<file path="src/rtl/hs_counter_stream.sv">
// Valid/ready counter stream: runtime start/step/limit with modulo wrap,
// continuous or one-shot mode, and a DEPTH-entry output FIFO.
module hs_counter_stream #(
    parameter int WIDTH = 32,
    parameter int DEPTH = 2
) (
    input  logic                       clk,
    input  logic                       rst_n,
    input  logic                       start,
    input  logic                       stop,
    input  logic                       one_shot,
    input  logic [WIDTH-1:0]           start_val,
    input  logic [WIDTH-1:0]           step,
    input  logic [WIDTH-1:0]           limit,
    output logic [WIDTH-1:0]           out_data,
    output logic                       out_wrap,
    output logic                       out_valid,
    input  logic                       out_ready,
    output logic                       busy,
    output logic [$clog2(DEPTH+1)-1:0] level
);
    localparam int PW = (DEPTH > 1) ? $clog2(DEPTH) : 1;
    localparam int LW = $clog2(DEPTH+1);

    typedef enum logic [1:0] {S_IDLE, S_RUN, S_DRAIN} state_t;

    state_t             r_state;
    state_t             w_state_nxt;

    logic               r_one_shot;
    logic [WIDTH-1:0]   r_step;
    logic [WIDTH-1:0]   r_limit;
    logic [WIDTH-1:0]   r_next;
    logic               r_pend_wrap;

    logic [WIDTH-1:0]   r_mem_data [DEPTH];
    logic               r_mem_wrap [DEPTH];
    logic [PW-1:0]      r_rd_ptr;
    logic [PW-1:0]      r_wr_ptr;
    logic [LW-1:0]      r_level;

    logic               w_pop;
    logic               w_full;
    logic               w_push;
    logic [WIDTH:0]     w_sum;
    logic               w_over;
    logic [WIDTH-1:0]   w_wrapped;
    logic               w_os_end;

    assign w_pop     = out_valid && out_ready;
    assign w_full    = (r_level == LW'(DEPTH));
    assign w_push    = (r_state == S_RUN) && !stop && (!w_full || w_pop);
    assign w_sum     = {1'b0, r_next} + {1'b0, r_step};
    assign w_over    = w_sum > {1'b0, r_limit};
    // Modulo arithmetic makes the truncated subtraction equal sum-(limit+1).
    assign w_wrapped = w_sum[WIDTH-1:0] - r_limit - WIDTH'(1);
    assign w_os_end  = w_push && w_over && r_one_shot;

    always_comb begin
        w_state_nxt = r_state;
        case (r_state)
            S_IDLE:  if (start) w_state_nxt = S_RUN;
            S_RUN:   if (stop || w_os_end) w_state_nxt = S_DRAIN;
            S_DRAIN: if (r_level == '0) w_state_nxt = S_IDLE;
            default: w_state_nxt = S_IDLE;
        endcase
    end

    always_ff @(posedge clk or negedge rst_n) begin
        if (!rst_n) begin
            r_state     <= S_IDLE;
            r_one_shot  <= 1'b0;
            r_step      <= '0;
            r_limit     <= '0;
            r_next      <= '0;
            r_pend_wrap <= 1'b0;
        end else begin
            r_state <= w_state_nxt;
            if (r_state == S_IDLE && start) begin
                r_one_shot  <= one_shot;
                r_step      <= step;
                r_limit     <= limit;
                r_next      <= start_val;
                r_pend_wrap <= 1'b0;
            end else if (w_push && !w_os_end) begin
                r_next      <= w_over ? w_wrapped : w_sum[WIDTH-1:0];
                r_pend_wrap <= w_over;
            end
        end
    end

    // Storage needs no reset: unread entries are masked by out_valid.
    always_ff @(posedge clk) begin
        if (w_push) begin
            r_mem_data[r_wr_ptr] <= r_next;
            r_mem_wrap[r_wr_ptr] <= r_pend_wrap;
        end
    end

    always_ff @(posedge clk or negedge rst_n) begin
        if (!rst_n) begin
            r_rd_ptr <= '0;
            r_wr_ptr <= '0;
            r_level  <= '0;
        end else begin
            if (w_push)
                r_wr_ptr <= (r_wr_ptr == PW'(DEPTH-1)) ? '0 : r_wr_ptr + PW'(1);
            if (w_pop)
                r_rd_ptr <= (r_rd_ptr == PW'(DEPTH-1)) ? '0 : r_rd_ptr + PW'(1);
            if (w_push && !w_pop)
                r_level <= r_level + LW'(1);
            else if (w_pop && !w_push)
                r_level <= r_level - LW'(1);
        end
    end

    assign out_valid = (r_level != '0);
    assign out_data  = out_valid ? r_mem_data[r_rd_ptr] : '0;
    assign out_wrap  = out_valid ? r_mem_wrap[r_rd_ptr] : 1'b0;
    assign busy      = (r_state != S_IDLE);
    assign level     = r_level;
endmodule

</file>
<file path="config.mk">
export PLATFORM = sky130hd
export DESIGN_NAME = hs_counter_stream
export DESIGN_NICKNAME = d
export VERILOG_FILES = /design/src/rtl/hs_counter_stream.sv
export SDC_FILE = /design/constraint.sdc
export NUM_CORES = 1
export LEC_CHECK = 0
export CORE_MARGIN = 5
export CORE_UTILIZATION = 50
export CTS_CLUSTER_DIAMETER = 80
export DETAILED_ROUTE_END_ITERATION = 10
export GPL_TIMING_DRIVEN = 1
export PLACE_DENSITY = 0.73
export SLEW_MARGIN = 10
export SYNTH_ARGS = -nofsm -noshare
export SYNTH_HDL_FRONTEND = slang
export SYNTH_SLANG_ARGS = --single-unit
</file>
<file path="constraint.sdc">
create_clock -name clk -period 6.2 [get_ports clk]
set_clock_uncertainty 0.05 [all_clocks]
set_input_delay 1.86 -clock clk [delete_from_list [all_inputs] [get_ports clk]]
set_output_delay 1.86 -clock clk [all_outputs]
set_load 0.05 [all_outputs]
</file>
==> out/results.tsv, run 1 <==
metric	value	unit
Final ANT Viol Nets	0	
drt via density	5.63	
FMAX	171	MHz
Layout Nets	1423	
Final Hold Viols	0	
met2 WL	12100	um
core area	21000	um2
commonest non-fill, non-tap cell in the layout	nand2_1	
critical path arrival	6150	ps
Setup Total Neg Slack	0	ps
Remaining DRCs	0	
routed wl met3	1620	um
Initial DRC Count	631	
Yosys top cell by area	dfrtp_1	
placed cell area	12200	um2
Crit. End Element	flip-flop	
Worst Path Max Fanout	19	
syn avg cell area	9.36	um2
DRT met1 WL	14100	um
synth unique cells	79	
Yosys top cell area share	0.244	
GRT Util Overall	0.232	
WL/cell	18.3	um
clock tree from TritonCTS	done	
Hold WS	438	ps
CP required	6500	ps
register clock-pin slew on the reported worst setup and hold paths	80	ps
Die Span Y	156	um
CP Launch Type	flip-flop	
worst rel slew slack	0.291	
ratio of final minimum period to clock period	0.943	
Pins Over Slew Limit	0	
DRT Pass-1 Iters	7	
RSZ-0062 raised after global routing	no	
largest cells by area after synthesis	dfrtp_1, edfxtp_1, ha_1, nand2_1, mux2i_1	
Top Ports	139	
# port buffers	138	
ys async rst share	0.612	
Post-Synthesis Cells	1141	
status	complete, no violations	
WS Path Type	reg2reg	
global-route wire length before repair	44700	um
Final Cell Area	12800	um2
CTS Buf Count	17	
max cap viols	0	
clock latency on the worst-skew pair	430	ps
number of diodes	0	
Root Driver	clkbuf_16	
grt total ovfl	0	
Top Metal Used	met4	
Mapped Area	10700	um2
yosys warns	0	
vias in the first global route	8082	
Post-CTS Resized	0	
clock buffer depth	2	
final wirelength	28200	um
sequential area share after synthesis	0.429	
die width	156	um
endpoints failing setup	0	
clk sinks	170	
Post-DP HPWL	21400	um
commonest cells after routing, fill and taps aside	nand2_1, clkdlybuf4s50_1, dfrtp_1, nor2_1, o21ai_0	
die area	24400	um2
Layout area overhead	19.9	%
share of layout cells above drive strength 1	0.0648	
worst slew pin tran	1060	ps
H-tree Lvls	4	
routability cong.	0.942	
# rows	53	
Hold Buf Count CTS	0	
number of synthesized register bits	170	
Main synth FF type	dfrtp_1	
Syn Nets	1311	
Initial Util	0.508	
Layout fillers	1815	
largest net degree at the start of global routing	100	
Worst Hold Class	reg2reg	
Setup Fix Bufs, Post-CTS	0	
initial antenna violation count	0	
Final min period	5850	ps
detailed-route via count	8678	
Post-synth EDFFs	66	
-- cells in the mapped netlist, types with 5 or more instances --
| cell | instances |
|---|---|
| mux2_1 | 6 |
| nor2b_1 | 6 |
| and2_1 | 5 |
| a21boi_0 | 6 |
| a221o_1 | 6 |
| mux2i_1 | 53 |
| ha_1 | 66 |
| nand4_1 | 8 |
| and3_1 | 6 |
| a21oi_1 | 56 |
| nor2_1 | 88 |
| a21o_1 | 25 |
| edfxtp_1 | 66 |
| a211oi_1 | 13 |
| or3_1 | 5 |
| nand2_1 | 213 |
| xnor2_1 | 39 |
| mux2_2 | 8 |
| dfrtp_1 | 104 |
| clkbuf_1 | 31 |
| o21bai_1 | 8 |
| o21ai_0 | 68 |
| nand3_1 | 20 |
| buf_6 | 7 |
| a31oi_1 | 9 |
| o211ai_1 | 9 |
| a21oi_2 | 7 |
| o21a_1 | 6 |
| o21ai_1 | 18 |
| xor2_1 | 19 |
| inv_1 | 57 |
| nand2b_1 | 6 |
| nor3_1 | 15 |
| buf_2 | 9 |
-- critical path, stage by stage (launching register included) --
cell and delay, ps:
dfrtp_1 420, ha_1 240, fa_1 420, a211o_1 310, a21oi_2 210, a21oi_2 120, a41o_1 300, a41oi_2 290
o21a_1 200, o21ai_0 110, xor2_1 250, ha_1 370, a21o_1 190, a21o_1 180, a221oi_2 270, a21oi_1 130
o41ai_2 320, o211ai_4 280, a21oi_4 400, buf_12 230, mux2_2 360, o21ai_2 100
-- registers in the layout, indices dropped and copies added, names as in the netlist --
register,flops
r_limit,32
r_one_shot,1
r_state,2
r_pend_wrap,1
level,2
r_rd_ptr,1
r_mem_wrap,2
r_next,32
r_step,32
r_wr_ptr,1
r_mem_data,64
-- layout make-up --
cell class / instances / area (um2) / area share
clock inverters: 14 / 156 / 0.0122
well taps: 275 / 344 / 0.0269
multi-input cells: 861 / 5630 / 0.439
repair buffers: 146 / 1450 / 0.113
clock buffers: 18 / 429 / 0.0335
flip-flops and latches: 170 / 4590 / 0.358
inverters: 57 / 214 / 0.0167
-- stage by stage --
stage | instances | setup WS (ps) | utilization
final | 1541 | 353 | 0.609
after global routing | 1541 | 4.95 | 0.609
after CTS | 1541 | 407 | 0.609
after detailed placement | 1509 | 462 | 0.581
after global placement | 1509 | 571 | 0.581
after floorplan | 1141 | 1270 | -
-- metal layers --
layer	vias up	track usage
met1	4164	0.368
met3	22	0.0388
li1	4258	-
met5	-	0
met2	234	0.335
met4	0	0.0459
-- worst paths after layout --
| kind | start | end | slack [ps] | cells past startpoint |
|---|---|---|---|---|
| max in group asynchronous | rst_n | r_rd_ptr | 3510 | 2 |
| min reg2reg | r_step[5] | r_step[5] | 440 | 2 |
| min | r_step[5] | r_step[5] | 440 | 2 |
| min in group asynchronous | rst_n | r_limit[3] | 1500 | 1 |
| max | r_next[0] | r_next[18] | 350 | 21 |
| max reg2reg | r_next[0] | r_next[18] | 350 | 21 |
-- cell families (layout without fill, tap and decap cells) --
logic type	Yosys count	count (layout)	share of synthesized area
DFF	170	170	0.429
xor gates and xnor gates	58	58	0.0475
AOI/OAI and AO/OA	277	277	0.173
adders and majority gates	68	68	0.0810
and+or+nand+nor	391	391	0.159
buffers and inverters	110	235	0.0460
muxes	67	67	0.0644
Power of run 1 is not shown: default switching activity piles up to over one toggle a cycle in this logic, so the estimate is an artifact.
==> run 2, diff against run 1 <==
--- a/config.mk
+++ b/config.mk
@@ -8,6 +8,7 @@
 export CORE_MARGIN = 5
 export CORE_UTILIZATION = 50
 export CTS_CLUSTER_DIAMETER = 80
+export CTS_CLUSTER_SIZE = 25
 export DETAILED_ROUTE_END_ITERATION = 10
 export GPL_TIMING_DRIVEN = 1
 export PLACE_DENSITY = 0.73
==> results of run 2 <==
No change in the layout: final DEF, timing and power equal those of run 1.
Power of run 2 is left out for the same reason.
